<file path="config.mk">
export PLATFORM = sky130hd
export DESIGN_NAME = audio_mix_scheduler
export DESIGN_NICKNAME = d
export VERILOG_FILES = /design/src/rtl/audio_mix_scheduler.sv
export SDC_FILE = /design/constraint.sdc
export NUM_CORES = 1
export LEC_CHECK = 0
export BUFFER_PORTS_ARGS = -buffer_cell sky130_fd_sc_hd__clkbuf_2
export CORE_MARGIN = 2
export CORE_UTILIZATION = 55
export DETAILED_ROUTE_END_ITERATION = 8
export PLACE_DENSITY = 0.78
export SYNTH_ARGS = -nofsm -noshare
export SYNTH_HDL_FRONTEND = slang
export SYNTH_SLANG_ARGS = --single-unit
</file>
<file path="constraint.sdc">
create_clock -name clk -period 10.8 [get_ports clk]
set_input_delay 2.7 -clock clk [delete_from_list [all_inputs] [get_ports clk]]
set_output_delay 2.7 -clock clk [all_outputs]
set_load 0.1 [all_outputs]
</file>
<file path="src/rtl/audio_mix_scheduler.sv">
// rtl/audio_mix_scheduler.sv - frame scheduler mixing stereo sources into a gain-ramped DAC sample
//
// Once per SAMPLE_DIV-clock frame: clear accumulators (cnt 0), poll source i at cnt 1+i,
// saturate at cnt NSRC+1, apply the mute/unmute gain and register the DAC sample at cnt NSRC+2,
// pulse sample_stb during cnt NSRC+3.
//
// Ports:
//   clk, reset           clock, asynchronous active-high reset
//   enable               1 = ramp toward full gain, 0 = ramp toward mute
//   src_en[NSRC]         per-source mix enable
//   src_valid[NSRC]      source i presents a sample on slice i of src_l/src_r
//   src_ack[NSRC]        source i sample consumed this cycle (combinational)
//   src_l, src_r         packed signed samples, slice i = [i*DW +: DW]
//   ldatasum, rdatasum   registered signed DAC samples
//   sample_stb           one-cycle pulse when ldatasum/rdatasum carry a new value
//   ramp_level           current gain level 0..2**RAMP_BITS
//   muted                high while the ramp FSM sits in MUTED
module audio_mix_scheduler #(
    parameter int NSRC       = 3,
    parameter int DW         = 15,
    parameter int SAMPLE_DIV = 16,
    parameter int RAMP_BITS  = 3
) (
    input  logic                   clk,
    input  logic                   reset,
    input  logic                   enable,
    input  logic [NSRC-1:0]        src_en,
    input  logic [NSRC-1:0]        src_valid,
    output logic [NSRC-1:0]        src_ack,
    input  logic [NSRC*DW-1:0]     src_l,
    input  logic [NSRC*DW-1:0]     src_r,
    output logic signed [DW-1:0]   ldatasum,
    output logic signed [DW-1:0]   rdatasum,
    output logic                   sample_stb,
    output logic [RAMP_BITS:0]     ramp_level,
    output logic                   muted
);

    localparam int CW = $clog2(SAMPLE_DIV);
    localparam int AW = DW + $clog2(NSRC) + 1;
    localparam int LW = RAMP_BITS + 1;
    localparam int PW = DW + LW + 1;

    localparam logic [CW-1:0] SLOT_CLR  = '0;
    localparam logic [CW-1:0] SLOT_SAT  = CW'(NSRC + 1);
    localparam logic [CW-1:0] SLOT_OUT  = CW'(NSRC + 2);
    localparam logic [CW-1:0] SLOT_LAST = CW'(SAMPLE_DIV - 1);

    localparam logic [LW-1:0] LVL_MAX = LW'(1 << RAMP_BITS);

    localparam logic signed [AW-1:0] SAT_MAX = AW'((1 << (DW - 1)) - 1);
    localparam logic signed [AW-1:0] SAT_MIN = ~SAT_MAX;

    localparam logic [1:0] ST_MUTED  = 2'd0;
    localparam logic [1:0] ST_UP     = 2'd1;
    localparam logic [1:0] ST_ACTIVE = 2'd2;
    localparam logic [1:0] ST_DOWN   = 2'd3;

    logic [CW-1:0]          cnt;
    logic signed [DW-1:0]   hold_l [NSRC];
    logic signed [DW-1:0]   hold_r [NSRC];
    logic signed [AW-1:0]   acc_l, acc_r;
    logic signed [DW-1:0]   sat_l, sat_r;
    logic signed [DW-1:0]   add_l, add_r;
    logic [1:0]             state;
    logic signed [PW-1:0]   gain;
    logic signed [PW-1:0]   prod_l, prod_r;

    function automatic logic signed [DW-1:0] saturate(input logic signed [AW-1:0] a);
        if (a > SAT_MAX)
            return SAT_MAX[DW-1:0];
        else if (a < SAT_MIN)
            return SAT_MIN[DW-1:0];
        else
            return a[DW-1:0];
    endfunction

    // Ack only in the source's own poll slot; cnt is 0 during reset, the reset term keeps it explicit.
    always_comb begin
        src_ack = '0;
        for (int i = 0; i < NSRC; i++)
            src_ack[i] = ~reset & (cnt == CW'(i + 1)) & src_valid[i] & src_en[i];
    end

    // Contribution of the source polled this cycle: fresh sample if acked, else its held sample.
    always_comb begin
        add_l = '0;
        add_r = '0;
        for (int i = 0; i < NSRC; i++) begin
            if (cnt == CW'(i + 1)) begin
                if (src_ack[i]) begin
                    add_l = src_l[i*DW +: DW];
                    add_r = src_r[i*DW +: DW];
                end else if (src_en[i]) begin
                    add_l = hold_l[i];
                    add_r = hold_r[i];
                end
            end
        end
    end

    // Level is zero-extended so the product stays a signed multiply; at full level the
    // shift cancels exactly, giving back sat with no LSB loss.
    assign gain   = PW'({1'b0, ramp_level});
    assign prod_l = PW'(sat_l) * gain;
    assign prod_r = PW'(sat_r) * gain;

    assign muted = (state == ST_MUTED);

    always_ff @(posedge clk or posedge reset) begin
        if (reset) begin
            cnt        <= '0;
            acc_l      <= '0;
            acc_r      <= '0;
            sat_l      <= '0;
            sat_r      <= '0;
            ldatasum   <= '0;
            rdatasum   <= '0;
            sample_stb <= 1'b0;
            ramp_level <= '0;
            state      <= ST_MUTED;
            for (int i = 0; i < NSRC; i++) begin
                hold_l[i] <= '0;
                hold_r[i] <= '0;
            end
        end else begin
            cnt        <= (cnt == SLOT_LAST) ? '0 : cnt + CW'(1);
            sample_stb <= (cnt == SLOT_OUT);

            for (int i = 0; i < NSRC; i++) begin
                if (src_ack[i]) begin
                    hold_l[i] <= src_l[i*DW +: DW];
                    hold_r[i] <= src_r[i*DW +: DW];
                end
            end

            if (cnt == SLOT_CLR) begin
                acc_l <= '0;
                acc_r <= '0;
            end else if (cnt <= CW'(NSRC)) begin
                acc_l <= acc_l + AW'(add_l);
                acc_r <= acc_r + AW'(add_r);
            end

            if (cnt == SLOT_SAT) begin
                sat_l <= saturate(acc_l);
                sat_r <= saturate(acc_r);
            end

            if (cnt == SLOT_OUT) begin
                ldatasum <= DW'(prod_l >>> RAMP_BITS);
                rdatasum <= DW'(prod_r >>> RAMP_BITS);

                // Ramp advances once per frame after the current level has been applied.
                // A direction reversal costs one frame with the level unchanged.
                case (state)
                    ST_MUTED: begin
                        ramp_level <= '0;
                        if (enable)
                            state <= ST_UP;
                    end
                    ST_UP: begin
                        if (!enable) begin
                            state <= ST_DOWN;
                        end else if (ramp_level == LVL_MAX) begin
                            state <= ST_ACTIVE;
                        end else begin
                            ramp_level <= ramp_level + LW'(1);
                            if (ramp_level == LVL_MAX - LW'(1))
                                state <= ST_ACTIVE;
                        end
                    end
                    ST_ACTIVE: begin
                        ramp_level <= LVL_MAX;
                        if (!enable)
                            state <= ST_DOWN;
                    end
                    default: begin
                        if (enable) begin
                            state <= ST_UP;
                        end else if (ramp_level == '0) begin
                            state <= ST_MUTED;
                        end else begin
                            ramp_level <= ramp_level - LW'(1);
                            if (ramp_level == LW'(1))
                                state <= ST_MUTED;
                        end
                    end
                endcase
            end
        end
    end

endmodule
</file>
======== Word level (Yosys, flattened, before mapping) ========
Cells that the tools add are included.
word-level totals
  register bits ........................... 197
  input port bits ......................... 99
  output and inout bits ................... 39
  logic and storage cells ................. 104
operators by class
  equal/unequal tests ..................... 18
  bitwise logic cells ..................... 10
  reductions and logical operators ........ 7
  multiplexer cells ....................... 41
  add/sub/neg operators ................... 5
  multipliers ............................. 2
  order comparisons ....................... 5
operator list
  kind                                                  number
  two-way mux 15 bit                                    22
  two-way mux 18 bit                                    4
  adder 18 x 15 -> 18 bit                               2
  > comparator 18 x 15 -> 1 bit, second input constant  2
  < comparator 18 x 15 -> 1 bit, second input constant  2
  multiplier 15 x 5 -> 18 bit                           2
  two-way mux 4 bit                                     5
  two-way mux 2 bit                                     8
  == test 4 x 3 -> 1 bit, second input constant         3
  one-hot mux 4 bit (3 select lines)                    1
  AND reduction 5 bit                                   2
  AND 1 bit                                             9
  adder 4 x 1 -> 4 bit, second input constant           2
  == test 4 x 1 -> 1 bit, second input constant         2
  == test 4 x 2 -> 1 bit, second input constant         2
  == test 4 bit, second input constant                  2
  zero test 4 bit                                       2
  != test 2 bit, second input constant                  4
  one-hot mux 2 bit (3 select lines)                    1
  nonzero test 5 bit                                    1
  <= comparator 4 x 2 -> 1 bit, second input constant   1
  != test 4 x 1 -> 1 bit, second input constant         1
  != test 4 x 3 -> 1 bit, second input constant         1
  != test 4 bit, second input constant                  1
  other kinds (6)                                       6

======== Longest topological paths before layout ========
  word-level depth ........................ 15
  depth in mapped cells ................... 21
  gate-level depth less buffers ........... 20

======== Worst setup path before layout ========
No wires, ideal clock.
  kind .................................... input port to output port
  from .................................... in reset
  to ...................................... out src_ack[2]
  path slack .............................. -1184 ps
  data required time ...................... 8100 ps
  buffers on the path ..................... 2
  arrival time ............................ 9284 ps
  stages on the path ...................... 5
  cells stage by stage .................... inv_1 nand3_2 clkinv_1 clkbuf_1 buf_1
between the ends
  cells in the longest elaborated chain, start to end .. 4
ends and longest elaborated chain
  element                 RTL line  text
  from (decl)             25        input logic reset,
  NOT 1 bit               82        src_ack[i] = ~reset & (cnt == CW'(i + 1)) & src_valid[i] & src_en[i];
  AND 1 bit (3 in a row)  82
  to (decl)               29        output logic [NSRC-1:0] src_ack,
No other way between the ends.

======== Worst setup path after layout ========
  from .................................... in reset
  to ...................................... out src_ack[1]
Same word-level chain as after synthesis.

==> impl_metrics.toml <==
[outcome]
status = "finished, final reports clean"

[sta]
skew_ps = 18.0
finalCriticalPeriod_ps = 7740
hold_viol_final = 0
fin_ws_ps = 3060
setup_viol = 0
hold_ws_ps = 478
finalSetupTns_ps = 0
fmax_mhz = 129
relSlewSlack_pct = 24.4
drv_slew = 0
rsz0062_at_grt = "no"
period_share_pct = 71.6
worst_pin_slew_ps = 1130

[critical_path]
cp_max_fo = 199
crit_path_end_kind = "primary output"
cp.arrival_ps = 5040
reg2reg_to = "acc_l[17]$_DFFE_PP0P_"
slowest_stage = "buf_12"
cp_common_cell = "clkbuf_2"
worstPathRequired_ps = 8100
r2r-start = "cnt[3]$_DFF_PP0_"
timing.setup.critical_path_class = "in -> out"
r2r_cells = 18
r2r_setup_slack_ps = 5130
path_cells = "clkbuf_2 -> clkinvlp_4 -> buf_12 -> nand3b_4 -> clkinv_1 -> clkbuf_2"
startpoint_type = "primary input"
critPathMaxStageDelay_ps = 630

[power_and_ir_drop]
power_density_nw_per_um2 = 221
finalPower_mw = 3.41
peakVddDrop_v = 0.000257
leakagePower_nw = 8.32

[grt]
grt_pass1_wl_mm = 53.7
grt_use_total_pct = 24.9
top_usage_layer = "met2"
grt.met2_usage_pct = 40.9
grt_max_degree = 200
met1_usage_pct = 35.4
gr-usage-met3_pct = 3.57
antenna_found_initial = 0
grt_overflow_total = 0
grt_pass1_vias = 11000

[min_path]
hp-start = "ldatasum[2]$_DFFE_PP0P_"
whs_endpoint = "ldatasum[2]$_DFFE_PP0P_"
hold_path.class = "reg -> reg"
whs_path_depth = 2

[route]
wire_per_inst_um = 15.3
drt_iter0_markers = 773
ant_nets = 0
viasPerCell = 5.51
drc_errors = 0
vias = 11300
drtPass1Iterations = 5
drt-total-wl_mm = 31.5

[final_layout]
syn_to_final_growth_pct = 11.2
n_antenna_cell = 0
multi_input_area_sq_um = 8140
mostFrequentLayoutCells = "435 x nand2_1, 197 x dfrtp_1, 137 x inv_1, 137 x clkbuf_2, 107 x ha_1"
nets = 1975
final.fill_count = 2165
fin_area_sq_um = 15400
fin_util_pct = 61.7
instances_no_fill = 2053
regArea_sq_um = 4930
final_common_cell = "nand2_1"
drive_gt1_share_pct = 12.5

[synthesis]
synth_compound_area_share_pct = 13.4
synth_edf_count = 0
synth_xor_area_share_pct = 3.86
avgSynthCellArea_sq_um = 8.59
yosys.area_share.simple_pct = 22.3
synth_flop_cell = "dfrtp_1"
synth_top_family_by_area = "simple AND/OR/NAND/NOR gates"
synthCells = 1612
synthesis.nets = 1876
synth_warnings = 0
syn-cell-area_sq_um = 13900
synth_seq_cells = 197
muxShareOfSynthArea_pct = 1.08
async_flop_share_pct = 100
yosysSeqAreaShare_pct = 35.6
synth_cell_types = 70
synth_fa_ha_area_share_pct = 18.0

[floorplan]
core_area_sq_um = 25000
die_w_um = 163
rows = 58
dieArea_sq_um = 26500
io-pin-count = 138
die_h_um = 163
start_util_pct = 55.5

[clock_network]
cts_max_path_buffers = 2
cts_buffers = 17
cts_sinks = 197
cts_resized = 0
post_cts_buffers = 0
root_buffer = "clkbuf_16"
clk_pin_slew_worst_paths_ps = 70
tritoncts = "done"
cts_hold_buf = 0
h-tree-depth = 4
worstSkewPairLatency_ps = 450

[placed_design]
dp_cells = 2022
gp_congestion = 0.924
hpwl_mm = 23.3
portBuffers = 137
dpl_cell_area_sq_um = 14800
pre_cts_slack_ps = 2570

[flow_run]
max_cap_violations = 0
[synthesized netlist by cell type, drive strengths merged (2+ instances only)]
library cell	count	area [sq um]
and3	7	43.8
o2bb2ai	5	43.8
a221oi	2	30.0
mux2i	3	30.0
or2	7	43.8
o21a	6	45.0
fa	58	1160
inv	138	518
nor2	61	239
nand3b	7	65.1
a31oi	18	113
and4	2	20.0
a211o	5	43.8
a21o	17	129
xnor2	44	385
a211oi	20	150
o31ai	7	52.6
and2	83	519
a31o	2	17.5
a21oi	56	280
nand2	436	1640
dfrtp	197	4930
nand3	14	75.1
xor2	17	149
ha	107	1340
o21bai	6	45.0
a41oi	4	35.0
nor3	32	160
a22o	24	210
o22ai	3	18.8
or3	8	50.1
o211ai	5	37.5
a2111oi	2	25.0
o21ai	82	410
nor2b	12	75.1
nand2b	10	62.6
mux2	10	120
clkinv	2	7.51
a32o	4	40.0
nand4	5	46.3
clkbuf	62	233
buf	6	27.5
[cell families after synthesis]
kind of cell,Yosys count
AO/OA/AOI/OAI,280
XOR/XNOR,61
adder cells (fa/ha/maj),165
buffers and inverters,208
flip-flops,197
multiplexers,13
AND/OR/NAND/NOR,688
[how the worst max path moves through the flow]
stage                     startpoint               endpoint  slack [ps]  cells past startpoint
after global placement         reset  acc_l[17]$_DFFE_PP0P_        2710                     20
after global routing           reset  acc_l[17]$_DFFE_PP0P_        2500                     20
after floorplan                reset             src_ack[2]         780                      5
final                          reset             src_ack[1]        3060                      6
after CTS                      reset             src_ack[1]        2980                      6
after detailed placement       reset  acc_l[17]$_DFFE_PP0P_        2570                     20
[state kept, by name, summed over array words and instances (netlist names)]
| signal | flops |
|---|---|
| ramp_level | 4 |
| rdatasum | 15 |
| ldatasum | 15 |
| hold_r | 45 |
| sat_r | 15 |
| hold_l | 45 |
| sample_stb | 1 |
| acc_l | 18 |
| cnt | 4 |
| state | 2 |
| sat_l | 15 |
| acc_r | 18 |
[power by group]
group	total [mW]	leakage, nW	switching, mW	internal (mW)
Clock	0.643	0.292	0.329	0.314
Sequential	0.954	2.58	0.0954	0.859
Combinational	1.81	5.44	1.22	0.592
Total	3.41	8.32	1.64	1.76
[area by class of cell]
| type | instances | share of cell area, % |
|---|---|---|
| Timing Repair Buffer | 148 | 5.07 |
| Clock inverter | 14 | 1.17 |
| Sequential cell | 197 | 32.0 |
| Multi-Input combinational cell | 1207 | 52.9 |
| Inverter | 140 | 3.44 |
| Tap cell | 330 | 2.68 |
| Clock buffer | 17 | 2.76 |
[metal layers]
layer,wire (um),vias up
met5,0,-
met4,343,0
met3,2030,30
met2,14700,376
met1,14400,5394
li1,-,5504
[worst max-delay path: cells and delay by family]
family	cells	cell delay, ps
buf+inv	5	1650
simple gates	1	570
No activity file was read; power rests on OpenSTA's default activity.
